**config.mk**
```make
export PLATFORM = sky130hd
export DESIGN_NAME = key_led_mode_ctrl
export DESIGN_NICKNAME = d
export VERILOG_FILES = /design/src/rtl/key_led_pkg.sv /design/src/rtl/key_press_classifier.sv /design/src/rtl/key_led_mode_ctrl.sv
export SDC_FILE = /design/constraint.sdc
export NUM_CORES = 1
export LEC_CHECK = 0
export ABC_AREA = 0
export ABC_CLOCK_PERIOD_IN_PS = 2300
export BUFFER_PORTS_ARGS = -buffer_cell sky130_fd_sc_hd__buf_2
export CAP_MARGIN = 5
export CELL_PAD_IN_SITES_DETAIL_PLACEMENT = 1
export CELL_PAD_IN_SITES_GLOBAL_PLACEMENT = 1
export CORE_ASPECT_RATIO = 0.75
export CORE_UTILIZATION = 42
export CTS_CLUSTER_DIAMETER = 200
export DETAILED_ROUTE_END_ITERATION = 7
export HOLD_SLACK_MARGIN = 0.05
export PLACE_DENSITY = 0.78
export SYNTH_ARGS = -nofsm -noshare
export SYNTH_HDL_FRONTEND = slang
export SYNTH_SLANG_ARGS = --single-unit
```
**constraint.sdc**
```tcl
create_clock -name sys_clk -period 2.3 [get_ports sys_clk]
set_input_delay 0.115 -clock sys_clk [delete_from_list [all_inputs] [get_ports sys_clk]]
set_output_delay 0.115 -clock sys_clk [all_outputs]
set_load 0.02 [all_outputs]
```
**src/rtl/key_led_pkg.sv**
```systemverilog
`timescale 1ns/1ps
`default_nettype none
// ---------------------------------------------------------------------------
// key_led_pkg : shared encodings and default timing for key_led_mode_ctrl
// Revision 1.0 - initial release
// ---------------------------------------------------------------------------
package key_led_pkg;

  localparam logic [1:0] MODE_OFF  = 2'd0;
  localparam logic [1:0] MODE_ON   = 2'd1;
  localparam logic [1:0] MODE_SLOW = 2'd2;
  localparam logic [1:0] MODE_FAST = 2'd3;

  typedef enum logic [1:0] {
    ST_IDLE     = 2'd0,
    ST_HELD     = 2'd1,
    ST_WAIT_REL = 2'd2
  } press_state_e;

  localparam int unsigned DEF_LONG_CNT  = 50_000_000;
  localparam int unsigned DEF_SLOW_HALF = 25_000_000;
  localparam int unsigned DEF_FAST_HALF = 6_250_000;

endpackage
`default_nettype wire

```
**src/rtl/key_press_classifier.sv**
```systemverilog
`timescale 1ns/1ps
`default_nettype none
// ---------------------------------------------------------------------------
// key_press_classifier : turns a debounced press into a short or long event
// Revision 1.0 - initial release
// ---------------------------------------------------------------------------
module key_press_classifier
  import key_led_pkg::*;
#(
  parameter int unsigned LONG_CNT = DEF_LONG_CNT
) (
  input  logic sys_clk,
  input  logic sys_rst,
  input  logic key_flag,
  input  logic key_value,
  output logic short_evt,
  output logic long_evt
);

  localparam int unsigned CW = (LONG_CNT > 1) ? $clog2(LONG_CNT) : 1;
  localparam logic [CW-1:0] CNT_LAST = CW'(LONG_CNT - 1);
  localparam logic [CW-1:0] CNT_SAT  = '1;

  press_state_e  state_q, state_d;
  logic [CW-1:0] hold_cnt_q, hold_cnt_d;
  logic          short_evt_q, short_evt_d;
  logic          long_evt_q, long_evt_d;

  always_comb begin
    state_d     = state_q;
    hold_cnt_d  = hold_cnt_q;
    short_evt_d = 1'b0;
    long_evt_d  = 1'b0;
    case (state_q)
      ST_IDLE: begin
        if (key_flag) begin
          state_d    = ST_HELD;
          hold_cnt_d = '0;
        end
      end
      ST_HELD: begin
        // A release landing exactly on the long threshold is dropped silently.
        if (key_value) begin
          state_d     = ST_IDLE;
          short_evt_d = (hold_cnt_q < CNT_LAST);
        end else if (hold_cnt_q == CNT_LAST) begin
          state_d    = ST_WAIT_REL;
          long_evt_d = 1'b1;
        end else if (hold_cnt_q != CNT_SAT) begin
          hold_cnt_d = hold_cnt_q + 1'b1;
        end
      end
      ST_WAIT_REL: begin
        if (key_value) state_d = ST_IDLE;
      end
      default: state_d = ST_IDLE;
    endcase
  end

  always_ff @(posedge sys_clk) begin
    if (sys_rst) begin
      state_q     <= ST_IDLE;
      hold_cnt_q  <= '0;
      short_evt_q <= 1'b0;
      long_evt_q  <= 1'b0;
    end else begin
      state_q     <= state_d;
      hold_cnt_q  <= hold_cnt_d;
      short_evt_q <= short_evt_d;
      long_evt_q  <= long_evt_d;
    end
  end

  assign short_evt = short_evt_q;
  assign long_evt  = long_evt_q;

endmodule
`default_nettype wire

```
**src/rtl/key_led_mode_ctrl.sv**
```systemverilog
`timescale 1ns/1ps
`default_nettype none
// ---------------------------------------------------------------------------
// key_led_mode_ctrl : single-key LED mode sequencer (OFF/ON/SLOW/FAST blink)
// Revision 1.0 - initial release
// ---------------------------------------------------------------------------
module key_led_mode_ctrl
  import key_led_pkg::*;
#(
  parameter int unsigned LONG_CNT  = DEF_LONG_CNT,
  parameter int unsigned SLOW_HALF = DEF_SLOW_HALF,
  parameter int unsigned FAST_HALF = DEF_FAST_HALF
) (
  input  logic       sys_clk,
  input  logic       sys_rst,
  input  logic       key_flag,
  input  logic       key_value,
  output logic       led_out,
  output logic [1:0] mode,
  output logic       short_evt,
  output logic       long_evt
);

  localparam int unsigned MAX_HALF = (SLOW_HALF > FAST_HALF) ? SLOW_HALF : FAST_HALF;
  localparam int unsigned BW = $clog2(MAX_HALF + 1);
  localparam logic [BW-1:0] SLOW_LAST = BW'(SLOW_HALF - 1);
  localparam logic [BW-1:0] FAST_LAST = BW'(FAST_HALF - 1);

  logic [1:0]    mode_q, mode_d;
  logic [BW-1:0] blink_cnt_q, blink_cnt_d;
  logic [BW-1:0] half_last;
  logic          phase_q, phase_d;
  logic          led_q, led_d;

  key_press_classifier #(
    .LONG_CNT (LONG_CNT)
  ) u_classifier (
    .sys_clk   (sys_clk),
    .sys_rst   (sys_rst),
    .key_flag  (key_flag),
    .key_value (key_value),
    .short_evt (short_evt),
    .long_evt  (long_evt)
  );

  always_comb begin
    mode_d = mode_q;
    if (long_evt)       mode_d = MODE_OFF;
    else if (short_evt) mode_d = mode_q + 2'd1;

    half_last   = (mode_q == MODE_SLOW) ? SLOW_LAST : FAST_LAST;
    blink_cnt_d = blink_cnt_q;
    phase_d     = phase_q;
    // phase 0 is the lit half; every mode change restarts the blink cleanly
    if (mode_d != mode_q) begin
      blink_cnt_d = '0;
      phase_d     = 1'b0;
    end else if (mode_q == MODE_SLOW || mode_q == MODE_FAST) begin
      if (blink_cnt_q == half_last) begin
        blink_cnt_d = '0;
        phase_d     = ~phase_q;
      end else begin
        blink_cnt_d = blink_cnt_q + 1'b1;
      end
    end else begin
      blink_cnt_d = '0;
      phase_d     = 1'b0;
    end

    case (mode_q)
      MODE_OFF: led_d = 1'b1;
      MODE_ON:  led_d = 1'b0;
      default:  led_d = phase_q;
    endcase
  end

  always_ff @(posedge sys_clk) begin
    if (sys_rst) begin
      mode_q      <= MODE_OFF;
      blink_cnt_q <= '0;
      phase_q     <= 1'b0;
      led_q       <= 1'b1;
    end else begin
      mode_q      <= mode_d;
      blink_cnt_q <= blink_cnt_d;
      phase_q     <= phase_d;
      led_q       <= led_d;
    end
  end

  assign mode    = mode_q;
  assign led_out = led_q;

endmodule
`default_nettype wire

```
==> metrics <==
run status complete, no violations; Final period util 0.953; vias per cell 6.03; Clk pwr share 0.512; Max FO, Critical Path 4; synth top area cells dfxtp_1 37%, nor2_1 6.7%, nand4_1 4.6%; internal power 1780 uW; area delta synth->final 15.3%; ys flop type dfxtp_1; most used routing layer met1; required time worst endpoint 2.54 ns; Max-cap violations 0; Clock Tree Buf Depth 2; initial antenna violation count 0; Hold Fails Final Rpt 0; endpoints failing setup 0; Psw 543 uW; Post-CTS Setup Bufs 0; fmax 456 MHz; startpoint class of the critical path flip-flop; ys async rst share 0; Static Leak 0.00119 uW; Slew Limit Fails 0; Worst-Skew Late Latency 0.35 ns; TritonCTS clock tree done; power density over cell area 640 mW/mm2; sequential power share 0.444; DRC Markers 0; RSZ-0062 raised after global routing no; GR Overflow Total 0; HPWL after DPL 6710 um; yosys warns 0; GR Util met2 0.373; Reg clk slew, reported paths 0.07 ns; area leader, netlist dfxtp_1; Post-Route WL 9440 um; worst slack, placed -0.00878 ns; PortBufs 8; DR iter-0 viols 141; Cells after DPL 500; worst hold-check path type primary input to flip-flop; Comb power frac 0.044; row cnt 26; share of the synthesized area in the top cell type 0.374; Sw Share 0.233; share of layout cells above drive strength 1 0.121; FILL cells 871; Vias 3,121; first drt pass iteration count 4; Die ar. 0.00787 mm2; CTS Buf Count 9; Synth cell types 52; placer congestion estimate 0.839; count of flip-flops with a built-in enable after synthesis 0; largest net degree at the start of global routing 29; met3 usage 0.0565; post-layout net count 424; Slew HR 0.463; worst-margin pin slew 0.800 ns; synthesized area 0.00316 mm2; global-route wire length before repair 15,800 um; final std cells w/o fill 518; Die Span Y 77.1 um; CTS H-tree lvls 3; Hold Path Stages 3; Fin Clk Skew 0.0100 ns; overall routing resource usage 0.258; width of the die 102 um; sequential element share of the synthesized area 0.374; WL/cell 18.2 um; diode count 0; Routed Antenna Nets 0; number of global-route vias before repair 3,086; IR drop worst, VDD 0.265 mV; Initial Util 0.449; CP Capture Type flip-flop; Num Clock Sinks 59; Avg Cell Area, Syn 8.01 um2; met1 Usage GRT 0.381; core area 0.00703 mm2; WS Path Type flip-flop to flip-flop; fin crit period 2.19 ns; Clock Tree Root clkbuf_8; synthesized instance count 394; setup slack after layout 0.107 ns; I/O pin total 9; Reg2Reg Depth 5; FF+latch count, synth 59; Synth Net Count 403; critical path arrival 2.43 ns
## stage by stage
stage          area [um2]  TNS, ns  utilization  hold slack, ns  total power [uW]
5_1_grt              3640        0        0.518           0.122              2410
3_3_place_gp         3360        0        0.478           0.354              1150
6_report             3640        0        0.518           0.116              2330
4_1_cts              3630        0        0.517           0.105              2340
2_1_floorplan        3160        0            -           0.191              1120
3_5_place_dp         3360  -0.0229        0.478           0.362              1160
## synthesized netlist by cell type, types with 2 or more instances
cell type,n
xnor2_1,9
or2_2,4
buf_8,2
nor3b_1,4
o311ai_0,5
nor2_1,56
o41ai_1,2
o31ai_1,2
and3_1,9
nand2b_1,10
a31oi_1,13
dfxtp_1,59
nor3_1,12
nand4_1,23
o211ai_1,2
nor4_1,7
a211oi_1,4
xor2_1,16
nand3_1,25
and4_1,7
ha_1,5
or3_1,7
nor2b_1,2
or4_1,2
clkbuf_1,15
o21ai_0,12
inv_1,7
nor4b_1,2
nand2_1,26
a21oi_1,21
and2_1,3
## cell usage in the layout, fill, tap and decap left out, types with 7 or more instances in the layout
cell type and count:
nand4_1 23, buf_2 8, o21ai_0 12, a21oi_1 21, inv_1 7, or3_1 7, nand2b_1 10, clkbuf_8 9
nand2_1 26, dfxtp_1 58, a31oi_1 13, nor2_1 56, and4_1 7, and3_1 9, xor2_1 16, nor3_1 12
nand3_1 25, buf_4 17, xnor2_1 9, nor4_1 7
## sequential cells by signal, indices dropped and copies added, names as in the netlist
name	count
led_out	1
u_classifier.long_evt	1
u_classifier.short_evt	1
phase_q	1
blink_cnt_q	25
u_classifier.hold_cnt_q	26
mode	2
u_classifier.state_q	2
## power groups by stage
| stage | sequential [uW] | clock, uW | combinational (uW) |
|---|---|---|---|
| 5_1_grt | 1030 | 1260 | 111 |
| 6_report | 1030 | 1190 | 102 |
| 4_1_cts | 1030 | 1210 | 100 |
| 3_5_place_dp | 1060 | 0 | 97.8 |
| 2_1_floorplan | 1060 | 0 | 62.7 |
| 3_3_place_gp | 1060 | 0 | 94.6 |
## layer usage
metal / routed length, um / vias up
met1: 4900 / 1533
met4: 77 / 0
li1: - / 1491
met3: 587 / 7
met5: 0 / -
met2: 3870 / 90
## critical path, stage by stage, from the launching register on
cell and delay (ns):
dfxtp_1 0.31, or4_1 0.51, or4b_1 0.52, a2111o_1 0.43
xnor2_1 0.17, and2_1 0.15
## timing repair
item,CTS,global route
gates resized for setup,1,2
endpoints found under the hold margin,1,0
cloned,1,0
hold buffers,1,0
pin swaps,1,0
endpoints found under the setup margin,18,25
## final cells by class
cell class	count	area [um2]	share of cell area
Clock buffer	9	124	0.0340
Clock inverter	7	125	0.0344
Inverter	7	26.3	0.00722
Multi-Input combinational cell	312	1880	0.517
Sequential cell	59	1180	0.325
Tap cell	98	123	0.0337
Timing Repair Buffer	26	178	0.0488
## logic make-up (layout without fill, tap and decap cells)
logic type	Yosys count	in the layout	synth area share
flip-flops	59	59	0.374
buffers and inverters	24	49	0.0357
XOR/XNOR	25	25	0.0694
adder cells (fa/ha/maj)	5	5	0.0198
AO/OA/AOI/OAI	75	75	0.156
multiplexers	1	1	0.00317
AND/OR/NAND/NOR	205	206	0.342
## path summary, 6_finish.rpt
| check | start | endpoint | slack (ns) |
|---|---|---|---|
| hold / removal | key_flag | u_classifier.state_q[0] | 0.12 |
| setup / recovery | blink_cnt_q[8] | phase_q | 0.11 |
| hold reg to reg | blink_cnt_q[0] | blink_cnt_q[0] | 0.47 |
| setup reg to reg | blink_cnt_q[8] | phase_q | 0.11 |
No activity file was read; power rests on OpenSTA's default activity.
